--- config.mk ---
export PLATFORM = sky130hd
export DESIGN_NAME = fp_norm_pipe
export DESIGN_NICKNAME = d
export VERILOG_FILES = /design/src/rtl/fp_norm_pipe.sv
export SDC_FILE = /design/constraint.sdc
export NUM_CORES = 1
export LEC_CHECK = 0
export ABC_AREA = 1
export BUFFER_PORTS_ARGS = -buffer_cell sky130_fd_sc_hd__buf_2
export CAP_MARGIN = 20
export CORE_ASPECT_RATIO = 1.1
export CORE_UTILIZATION = 40
export CTS_CLUSTER_SIZE = 12
export DETAILED_ROUTE_END_ITERATION = 16
export GPL_ROUTABILITY_DRIVEN = 0
export MAX_ROUTING_LAYER = met4
export PLACE_DENSITY_LB_ADDON = 0.25
export SYNTH_ARGS = -nofsm -noshare
export SYNTH_HDL_FRONTEND = slang
export SYNTH_SLANG_ARGS = --single-unit
--- constraint.sdc ---
create_clock -name clk -period 2.4 [get_ports clk]
set_input_delay 0.48 -clock clk [delete_from_list [all_inputs] [get_ports clk]]
set_output_delay 0.48 -clock clk [all_outputs]
set_load 0.05 [all_outputs]
--- src/rtl/fp_norm_pipe.sv ---
// fp_norm_pipe: two-stage post-add normaliser for the FP datapath.
//
// Stage 1 registers the raw adder result and its leading-zero count. Stage 2
// turns it into the final significand, exponent and flags, held in the
// output registers. Both sides use valid/ready. A full pipe can accept and
// drain in the same cycle without inserting a bubble.
//
// Optional feature (macro FP_NORM_ROUND_EN):
//   defined   - the carry-out path rounds to nearest, ties to even. The
//               guard bit is the bit shifted out of the significand.
//   undefined - the carry-out path truncates. No guard register or rounding
//               logic is built.
//
// Ports:
//   clk, rst_n            clock (rising edge), asynchronous active-low reset
//   in_valid / in_ready   input handshake
//   in_sig, in_exp        raw significand and pre-normalisation exponent
//   in_cout               adder carry-out
//   out_valid / out_ready output handshake
//   out_sig, out_exp      normalised significand and adjusted exponent
//   out_zero              result is zero (true zero or flushed)
//   out_ovf               exponent overflow, result is infinity
//   out_unf               exponent underflow, flushed to zero (sets out_zero too)
module fp_norm_pipe #(
  parameter int unsigned SIG_W = 24,
  parameter int unsigned EXP_W = 8
) (
  input  logic             clk,
  input  logic             rst_n,
  input  logic             in_valid,
  output logic             in_ready,
  input  logic [SIG_W-1:0] in_sig,
  input  logic [EXP_W-1:0] in_exp,
  input  logic             in_cout,
  output logic             out_valid,
  input  logic             out_ready,
  output logic [SIG_W-1:0] out_sig,
  output logic [EXP_W-1:0] out_exp,
  output logic             out_zero,
  output logic             out_ovf,
  output logic             out_unf
);

  localparam int unsigned LzW  = $clog2(SIG_W + 1);
  localparam int unsigned CmpW = (EXP_W > LzW) ? EXP_W : LzW;
  localparam logic [EXP_W-1:0] ExpMax = '1;
  // A carry-out at this exponent or above makes exp+1 reach all-ones.
  localparam logic [EXP_W-1:0] ExpOvf = ExpMax - EXP_W'(1);

  // Handshake.
  logic s1_valid;
  logic s2_adv;
  logic s1_adv;

  assign s2_adv   = !out_valid || out_ready;
  assign s1_adv   = !s1_valid || s2_adv;
  assign in_ready = s1_adv;

  // Leading-zero count of the incoming significand. Later iterations
  // override earlier ones, so the highest set bit decides the count.
  logic [LzW-1:0] in_lz;

  always_comb begin
    in_lz = LzW'(SIG_W);
    for (int i = 0; i < SIG_W; i++) begin
      if (in_sig[i]) in_lz = LzW'(SIG_W - 1 - i);
    end
  end

  // Stage 1 registers.
  logic [SIG_W-1:0] s1_sig;
  logic [EXP_W-1:0] s1_exp;
  logic             s1_cout;
  logic [LzW-1:0]   s1_lz;
`ifdef FP_NORM_ROUND_EN
  logic             s1_guard;
`endif

  always_ff @(posedge clk or negedge rst_n) begin
    if (!rst_n) begin
      s1_valid <= 1'b0;
      s1_sig   <= '0;
      s1_exp   <= '0;
      s1_cout  <= 1'b0;
      s1_lz    <= '0;
`ifdef FP_NORM_ROUND_EN
      s1_guard <= 1'b0;
`endif
    end else if (s1_adv) begin
      s1_valid <= in_valid;
      if (in_valid) begin
        s1_sig   <= in_sig;
        s1_exp   <= in_exp;
        s1_cout  <= in_cout;
        s1_lz    <= in_lz;
`ifdef FP_NORM_ROUND_EN
        s1_guard <= in_sig[0];
`endif
      end
    end
  end

  // Stage 2 result. The rules are checked in priority order.
  logic [SIG_W-1:0] n_sig;
  logic [EXP_W-1:0] n_exp;
  logic             n_zero;
  logic             n_ovf;
  logic             n_unf;
  logic [SIG_W-1:0] cout_sig;
  logic [CmpW-1:0]  exp_cmp;
  logic [CmpW-1:0]  lz_cmp;
`ifdef FP_NORM_ROUND_EN
  logic [SIG_W:0]   rnd_sum;
  logic [EXP_W-1:0] rnd_exp;
`endif

  assign cout_sig = {1'b1, s1_sig[SIG_W-1:1]};
  assign exp_cmp  = CmpW'(s1_exp);
  assign lz_cmp   = CmpW'(s1_lz);

  always_comb begin
    n_sig  = '0;
    n_exp  = '0;
    n_zero = 1'b0;
    n_ovf  = 1'b0;
    n_unf  = 1'b0;
`ifdef FP_NORM_ROUND_EN
    rnd_sum = '0;
    rnd_exp = '0;
`endif
    if (s1_cout) begin
      if (s1_exp >= ExpOvf) begin
        n_exp = ExpMax;
        n_ovf = 1'b1;
      end else begin
        n_sig = cout_sig;
        n_exp = s1_exp + EXP_W'(1);
`ifdef FP_NORM_ROUND_EN
        // Ties go to even: increment only when the kept LSB is odd.
        if (s1_guard && cout_sig[0]) begin
          rnd_sum = {1'b0, cout_sig} + (SIG_W + 1)'(1);
          if (rnd_sum[SIG_W]) begin
            rnd_exp = s1_exp + EXP_W'(2);
            if (rnd_exp == ExpMax) begin
              n_sig = '0;
              n_exp = ExpMax;
              n_ovf = 1'b1;
            end else begin
              n_sig = {1'b1, {(SIG_W - 1){1'b0}}};
              n_exp = rnd_exp;
            end
          end else begin
            n_sig = rnd_sum[SIG_W-1:0];
          end
        end
`endif
      end
    end else if (s1_sig == '0) begin
      n_zero = 1'b1;
    end else if (exp_cmp <= lz_cmp) begin
      n_zero = 1'b1;
      n_unf  = 1'b1;
    end else begin
      n_sig = s1_sig << s1_lz;
      n_exp = s1_exp - EXP_W'(s1_lz);
    end
  end

  // Output registers. They hold while the downstream stalls.
  always_ff @(posedge clk or negedge rst_n) begin
    if (!rst_n) begin
      out_valid <= 1'b0;
      out_sig   <= '0;
      out_exp   <= '0;
      out_zero  <= 1'b0;
      out_ovf   <= 1'b0;
      out_unf   <= 1'b0;
    end else if (s2_adv) begin
      out_valid <= s1_valid;
      if (s1_valid) begin
        out_sig  <= n_sig;
        out_exp  <= n_exp;
        out_zero <= n_zero;
        out_ovf  <= n_ovf;
        out_unf  <= n_unf;
      end
    end
  end

endmodule

==> flow_metrics.py, run 1 <==
metrics = {
    "power_and_ir_drop": {
        "p_per_area_nw_per_um2": 990,
        "ir_drop_uv": 446,
        "p_total_mw": 5.69,
        "leakage_nw": 2.79,
    },
    "layout": {
        "diodes": 0,
        "fin_nets": 802,
        "multi_input_area_sq_um": 2480,
        "syn_to_final_growth_pct": 21.4,
        "seq_area_sq_um": 1880,
        "drive_gt1_frac": 0.185,
        "fill_cells": 1171,
    },
    "timing": {
        "finalCritPeriodShare": 0.984,
        "fmax_mhz": 423,
        "rsz0062_at_grt": "yes",
        "hold_viol_final": 0,
        "timing.setup.tns_ns": 0,
        "hold_slack_ns": 0.140,
        "period_minus_slack_ns": 2.36,
        "maxSlewViolCount": 0,
        "worst_slack_ns": 0.0377,
        "slew_headroom": 0.606,
        "worst_slew_pin_slew_ns": 0.590,
        "setup_viol": 0,
        "finClkSkew_ns": 0.00574,
    },
    "clocking": {
        "clk_latency_ns": 0.34,
        "cts_tree": "done",
        "cts_made_buffers": 9,
        "cts-htree-levels": 3,
        "cts_hold_buf": 0,
        "cts.sinks": 75,
        "cts_buffer_depth": 2,
        "cts_root_buf": "clkbuf_16",
        "path_clk_slew_ns": 0.05,
    },
    "critical_path": {
        "cp.required_ns": 2.61,
        "cpMostUsedCell": "inv_2",
        "reg2reg_from": "exp_cmp[0]",
        "endpoint_kind": "register",
        "worstReg2RegEnd": "out_sig[9]",
        "ff2ff_path_depth": 18,
        "slowest_stage": "fa_2",
        "critical_path.max_fanout": 8,
        "rrSetupSlack_ns": 0.04,
        "cp_data_arrival_time_ns": 2.57,
        "cp_cell_sequence": "inv_2 > ha_4 > inv_4 > fa_2 > nand2_2 > nand2_2 > inv_2 > o211ai_2 > o21ai_1 > nand2_1 > nor2_1 > nor2_2 > inv_2 > nor2_8 > inv_8 > nor2_8 > o211ai_1 > a31oi_1",
        "max_stage_delay_ns": 0.40,
        "crit_type": "reg2reg",
        "critPathLaunchType": "register",
    },
    "global_routing": {
        "grt_max_degree": 76,
        "antenna_found_initial": 0,
        "grt-ovfl-total": 0,
        "grt_pass1_vias": 4229,
        "track_usage": 0.220,
        "grt_pass1_wl_um": 20500,
    },
    "die": {
        "dieArea_sq_um": 12300,
        "num_rows": 41,
        "fp.coreArea_sq_um": 11500,
        "ioPinCount": 74,
        "initial_core_util": 0.412,
        "die_width_um": 106,
        "die_h_um": 116,
    },
    "drt": {
        "drt_iter0_markers": 311,
        "vias_per_cell": 5.15,
        "remaining_drc_errors": 0,
        "ant_nets": 0,
        "drt-wirelength-per-cell_um": 14.1,
        "num_vias": 4701,
        "postRouteWirelength_um": 12900,
        "dr.pass1.iters": 5,
    },
    "placement": {
        "io_buffers": 73,
        "pre_cts_ws_ns": 0.00302,
        "post-dp-hpwl_um": 9820,
    },
    "synth": {
        "synthCells": 675,
        "ys_async_sr_fraction": 1.00,
        "yosysTopAreaCellShare": 0.396,
        "synth_warnings": 0,
        "ys.flop_type": "dfrtp_1",
        "yosysSeqAreaShare": 0.396,
        "syn_area_sq_um": 4740,
        "synth_edf_count": 0,
        "ys_seq_elements": 75,
        "postSynthAreaPerCell_sq_um": 7.02,
        "syn_nets": 720,
        "synth_area_leaders": "dfrtp_1, nand2_1, o21ai_0, inv_1, nor2_1",
        "synth_cell_type_count": 38,
        "synth.largest_area_cell": "dfrtp_1",
    },
    "outcome": {
        "status": "finished clean",
    },
    "job": {
        "max_cap_violations": 0,
    },
    "min_path": {
        "hold_path.class": "in2async",
    },
}
==> flip-flops by register name (all words and copies together) (netlist names) <==
signal	count
out_zero	1
out_valid	1
s1_lz	5
out_sig	24
s1_sig	24
s1_valid	1
out_exp	8
s1_cout	1
out_unf	1
exp_cmp	8
out_ovf	1
==> area by class of cell <==
cell class / instances / area share
inverters: 78 / 0.0526
well taps: 150 / 0.0326
clock buffers: 14 / 0.0442
multi-input cells: 489 / 0.432
repair buffers: 104 / 0.106
clock inverters: 2 / 0.00609
flip-flops and latches: 75 / 0.327
==> metal layers <==
| metal | global-route usage | vias up | wire length [um] |
|---|---|---|---|
| li1 | - | 2401 | - |
| met1 | 0.308 | 2111 | 6180 |
| met2 | 0.314 | 163 | 5560 |
| met3 | 0.0290 | 26 | 784 |
| met4 | 0.106 | 0 | 337 |
| met5 | - | - | 0 |
==> logic make-up (layout without fill, tap and decap cells) <==
logic type,after synthesis,count (layout),synth area share
AO/OA/AOI/OAI,180,180,0.217
XOR/XNOR,8,8,0.0148
adder cells (fa/ha/maj),8,8,0.0227
buffers and inverters,112,198,0.0914
flip-flops,75,75,0.396
multiplexers,6,6,0.0129
AND/OR/NAND/NOR,286,287,0.245
==> how the worst max path moves through the flow <==
stage                           from          end  cells past startpoint  slack [ns]
after global routing      exp_cmp[0]  out_sig[14]                     18       -0.15
after global placement    exp_cmp[0]  out_sig[13]                     18        0.08
after CTS                 exp_cmp[0]  out_sig[10]                     18        0.04
after floorplan             s1_lz[1]  out_sig[14]                     18        0.02
after detailed placement  exp_cmp[0]  out_sig[10]                     18       0.003
final                     exp_cmp[0]   out_sig[9]                     18        0.04
==> synthesized netlist by cell type, types with 2 or more instances <==
cell type / number
o31ai_1: 2
nor2_1: 54
a22oi_1: 2
nor3_1: 4
clkinv_1: 2
nor4_1: 7
o21ai_0: 100
xor2_1: 6
a31oi_1: 26
a21oi_1: 23
nand2_1: 200
o22ai_1: 4
o221ai_1: 2
nand4_1: 4
inv_2: 3
nand3_1: 12
clkbuf_1: 31
mux2i_1: 5
xnor2_1: 2
dfrtp_1: 75
buf_2: 2
nor2_8: 2
ha_1: 7
inv_1: 72
o211ai_2: 3
o211ai_1: 13
==> stage by stage <==
step	util	cells	cell area, sq um
6_report	0.501	912	5750
5_1_grt	0.501	912	5750
4_1_cts	0.494	905	5680
3_5_place_dp	0.467	887	5360
3_3_place_gp	0.467	887	5360
2_1_floorplan	-	675	4780
==> cells in the final DEF (no fill, tap or decap), types with 4 or more instances in the layout <==
master       n
buf_4       30
o21ai_0     92
o22ai_1      4
clkbuf_16    9
nand2_1    198
nor4_1       7
clkbuf_1     4
dfrtp_1     74
o211ai_1    13
a31oi_1     26
nor3_1       4
ha_1         4
mux2i_1      5
buf_2       73
nor2_1      54
inv_1       67
o21ai_1      9
nand3_1     12
inv_2        7
nand4_1      4
a21oi_1     23
xor2_1       6
==> what timing repair did <==
item / in CTS / in global routing
gates resized for setup: 3 / 16
setup buffers: 1 / 8
setup endpoints to repair: 5 / 29
cloned: 1 / 0
pin swaps: 1 / 20
==> report_power, final <==
group	internal [mW]	switching, mW	total (mW)	leakage [nW]
clock	0.833	0.493	1.33	0.141
sequential	1.58	0.236	1.82	0.908
combinational	0.725	1.82	2.55	1.74
total	3.14	2.55	5.69	2.79
==> worst max-delay path, delay by kind of cell, from the launching register on <==
kind	cells	cell delay, ns
adder cells (fa/ha/maj)	2	0.55
AO/OA/AOI/OAI	4	0.36
flip-flops	1	0.39
buffers and inverters	5	0.41
AND/OR/NAND/NOR	7	0.52
Power figures use the tool's default switching activity.
==> run 2: changes to the inputs <==
--- a/config.mk
+++ b/config.mk
@@ -14,7 +14,7 @@
 export DETAILED_ROUTE_END_ITERATION = 16
 export GPL_ROUTABILITY_DRIVEN = 0
 export MAX_ROUTING_LAYER = met4
-export PLACE_DENSITY_LB_ADDON = 0.25
+export PLACE_DENSITY_LB_ADDON = 0.12
 export SYNTH_ARGS = -nofsm -noshare
 export SYNTH_HDL_FRONTEND = slang
 export SYNTH_SLANG_ARGS = --single-unit
==> run 2 against run 1 <==
Effect of this change: the run now ends with negative setup slack left; sequential power hardly changed; register-to-register slack worse by 0.04 ns; via count is 0.51% higher; sequential cell count stayed put; count of clock-buffer cells in the layout stayed put; cell count is 0.66% higher; sequential share of layout area is 0.17 points lower; design area is 0.52% higher; power is 0.66% lower.
==> flow_metrics.py, run 2 (same netlist as run 1, synthesis figures left out) <==
metrics = {
    "global_routing": {
        "grt_pass1_vias": 4333,
        "grt_pass1_wl_um": 21700,
        "grt-ovfl-total": 0,
        "grt_max_degree": 48,
        "antenna_found_initial": 0,
        "track_usage": 0.232,
    },
    "die": {
        "die_width_um": 106,
        "num_rows": 41,
        "fp.coreArea_sq_um": 11500,
        "dieArea_sq_um": 12300,
        "ioPinCount": 74,
        "initial_core_util": 0.412,
        "die_h_um": 116,
    },
    "power_and_ir_drop": {
        "ir_drop_uv": 471,
        "p_total_mw": 5.65,
        "p_per_area_nw_per_um2": 978,
        "leakage_nw": 2.81,
    },
    "drt": {
        "wl_met2_um": 5830,
        "drt_iter0_markers": 257,
        "dr.pass1.iters": 5,
        "postRouteWirelength_um": 13300,
        "vias_per_cell": 5.15,
        "drt-wirelength-per-cell_um": 14.5,
        "num_vias": 4725,
        "highest_layer": "met4",
        "wl_met3_um": 660,
        "wl_met1_um": 6700,
        "remaining_drc_errors": 0,
        "ant_nets": 0,
    },
    "layout": {
        "diodes": 0,
        "fill_cells": 1193,
        "fin_nets": 808,
        "final_common_cell": "nand2_1",
        "drive_gt1_frac": 0.191,
        "most-common-layout-cells": "nand2_1, o21ai_0, dfrtp_1",
        "syn_to_final_growth_pct": 22.1,
        "reg_top3": "out_sig x24, s1_sig x24",
    },
    "critical_path": {
        "cp.required_ns": 2.60,
        "cp_data_arrival_time_ns": 2.60,
        "critical_path.max_fanout": 8,
        "reg2reg_from": "exp_cmp[0]",
        "crit_type": "reg2reg",
        "worstReg2RegEnd": "out_sig[9]",
        "rrSetupSlack_ns": -0.005,
        "critPathLaunchType": "register",
        "ff2ff_path_depth": 18,
        "endpoint_kind": "register",
    },
    "timing": {
        "setup_viol": 1,
        "period_minus_slack_ns": 2.40,
        "fmax_mhz": 416,
        "finClkSkew_ns": 0.00731,
        "hold_viol_final": 0,
        "rsz0062_at_grt": "yes",
        "hold_slack_ns": 0.103,
        "worst_slew_pin_slew_ns": 0.582,
        "finalCritPeriodShare": 1.00,
        "worst_slack_ns": -0.00479,
        "slew_headroom": 0.612,
        "maxSlewViolCount": 0,
    },
    "clocking": {
        "cts_tree": "done",
        "cts_root_buf": "clkbuf_16",
        "clk_latency_ns": 0.33,
        "cts_buffer_depth": 2,
        "cts.sinks": 75,
        "cts-htree-levels": 3,
        "path_clk_slew_ns": 0.06,
        "cts_made_buffers": 9,
    },
    "outcome": {
        "status": "complete, but fails checks",
        "violations": "negative setup slack",
    },
    "placement": {
        "io_buffers": 73,
        "post-dp-hpwl_um": 10400,
    },
    "min_path": {
        "hold_path.class": "in2async",
    },
    "job": {
        "max_cap_violations": 0,
    },
}
-- run 2: changes by cell type in the layout (fill, tap and decap cells not counted), sizes merged --
cell | previous run | this run
bufinv | 1 | 0
clkinv | 3 | 4
buf | 104 | 110
-- run 2: power by group --
group          switching [mW]  total, mW  internal, mW
registers               0.242       1.82          1.58
logic                    1.84       2.58         0.741
clock network           0.499       1.25         0.754
total                    2.58       5.65          3.08
-- run 2: metrics by stage --
step,worst slack [ns],TNS [ns],std cells,area (sq um),utilization
global placement,0.0631,0,892,5400,0.470
finish,-0.00479,-0.00479,918,5780,0.503
global route,-0.186,-3.41,918,5780,0.503
floorplan,0.0182,0,675,4780,-
CTS,0.0466,0,910,5700,0.496
detailed placement,-0.0124,-0.0329,892,5400,0.470
-- run 2: worst max path at each step --
stage	from	endpoint	cells past startpoint
2_1_floorplan	s1_lz[1]	out_sig[14]	18
3_3_place_gp	exp_cmp[0]	out_sig[12]	18
3_5_place_dp	exp_cmp[0]	out_sig[13]	18
4_1_cts	exp_cmp[0]	out_sig[13]	18
5_1_grt	s1_lz[0]	out_sig[9]	17
6_report	exp_cmp[0]	out_sig[9]	18
-- run 2: layout make-up --
| class | count | area [sq um] | area share |
|---|---|---|---|
| clock buffer | 14 | 264 | 0.0457 |
| clock inverter | 2 | 10.0 | 0.00173 |
| inverter | 78 | 303 | 0.0524 |
| multi-input combinational | 489 | 2480 | 0.430 |
| sequential | 75 | 1880 | 0.325 |
| tap | 150 | 188 | 0.0325 |
| timing repair buffer | 110 | 656 | 0.113 |
-- run 2: timing repair --
| item | 4_1_cts | 5_1_grt |
|---|---|---|
| pin swaps | 2 | 19 |
| gates resized for setup | 2 | 17 |
| hold buffers | 0 | 0 |
| endpoints found under the setup margin | 5 | 28 |
| setup buffers | 1 | 9 |
| cloned | 1 | 0 |
-- run 2: metal layers --
metal  GRT usage  vias up
met5           -        -
met4      0.0519        0
met3      0.0385       12
met2       0.344      126
met1       0.334     2171
li1            -     2416
-- run 2: critical path: stages (launching register included) --
cell and delay [ns]:
dfrtp_1 0.39, inv_2 0.08, ha_4 0.14, inv_4 0.04, fa_2 0.39, nand2_2 0.08
nand2_2 0.07, inv_2 0.06, o211ai_2 0.09, o21ai_1 0.09, nand2_1 0.08, nor2_1 0.12
nor2_2 0.06, inv_2 0.16, nor2_8 0.07, inv_8 0.10, nor2_8 0.05, o211ai_1 0.10
a31oi_1 0.11
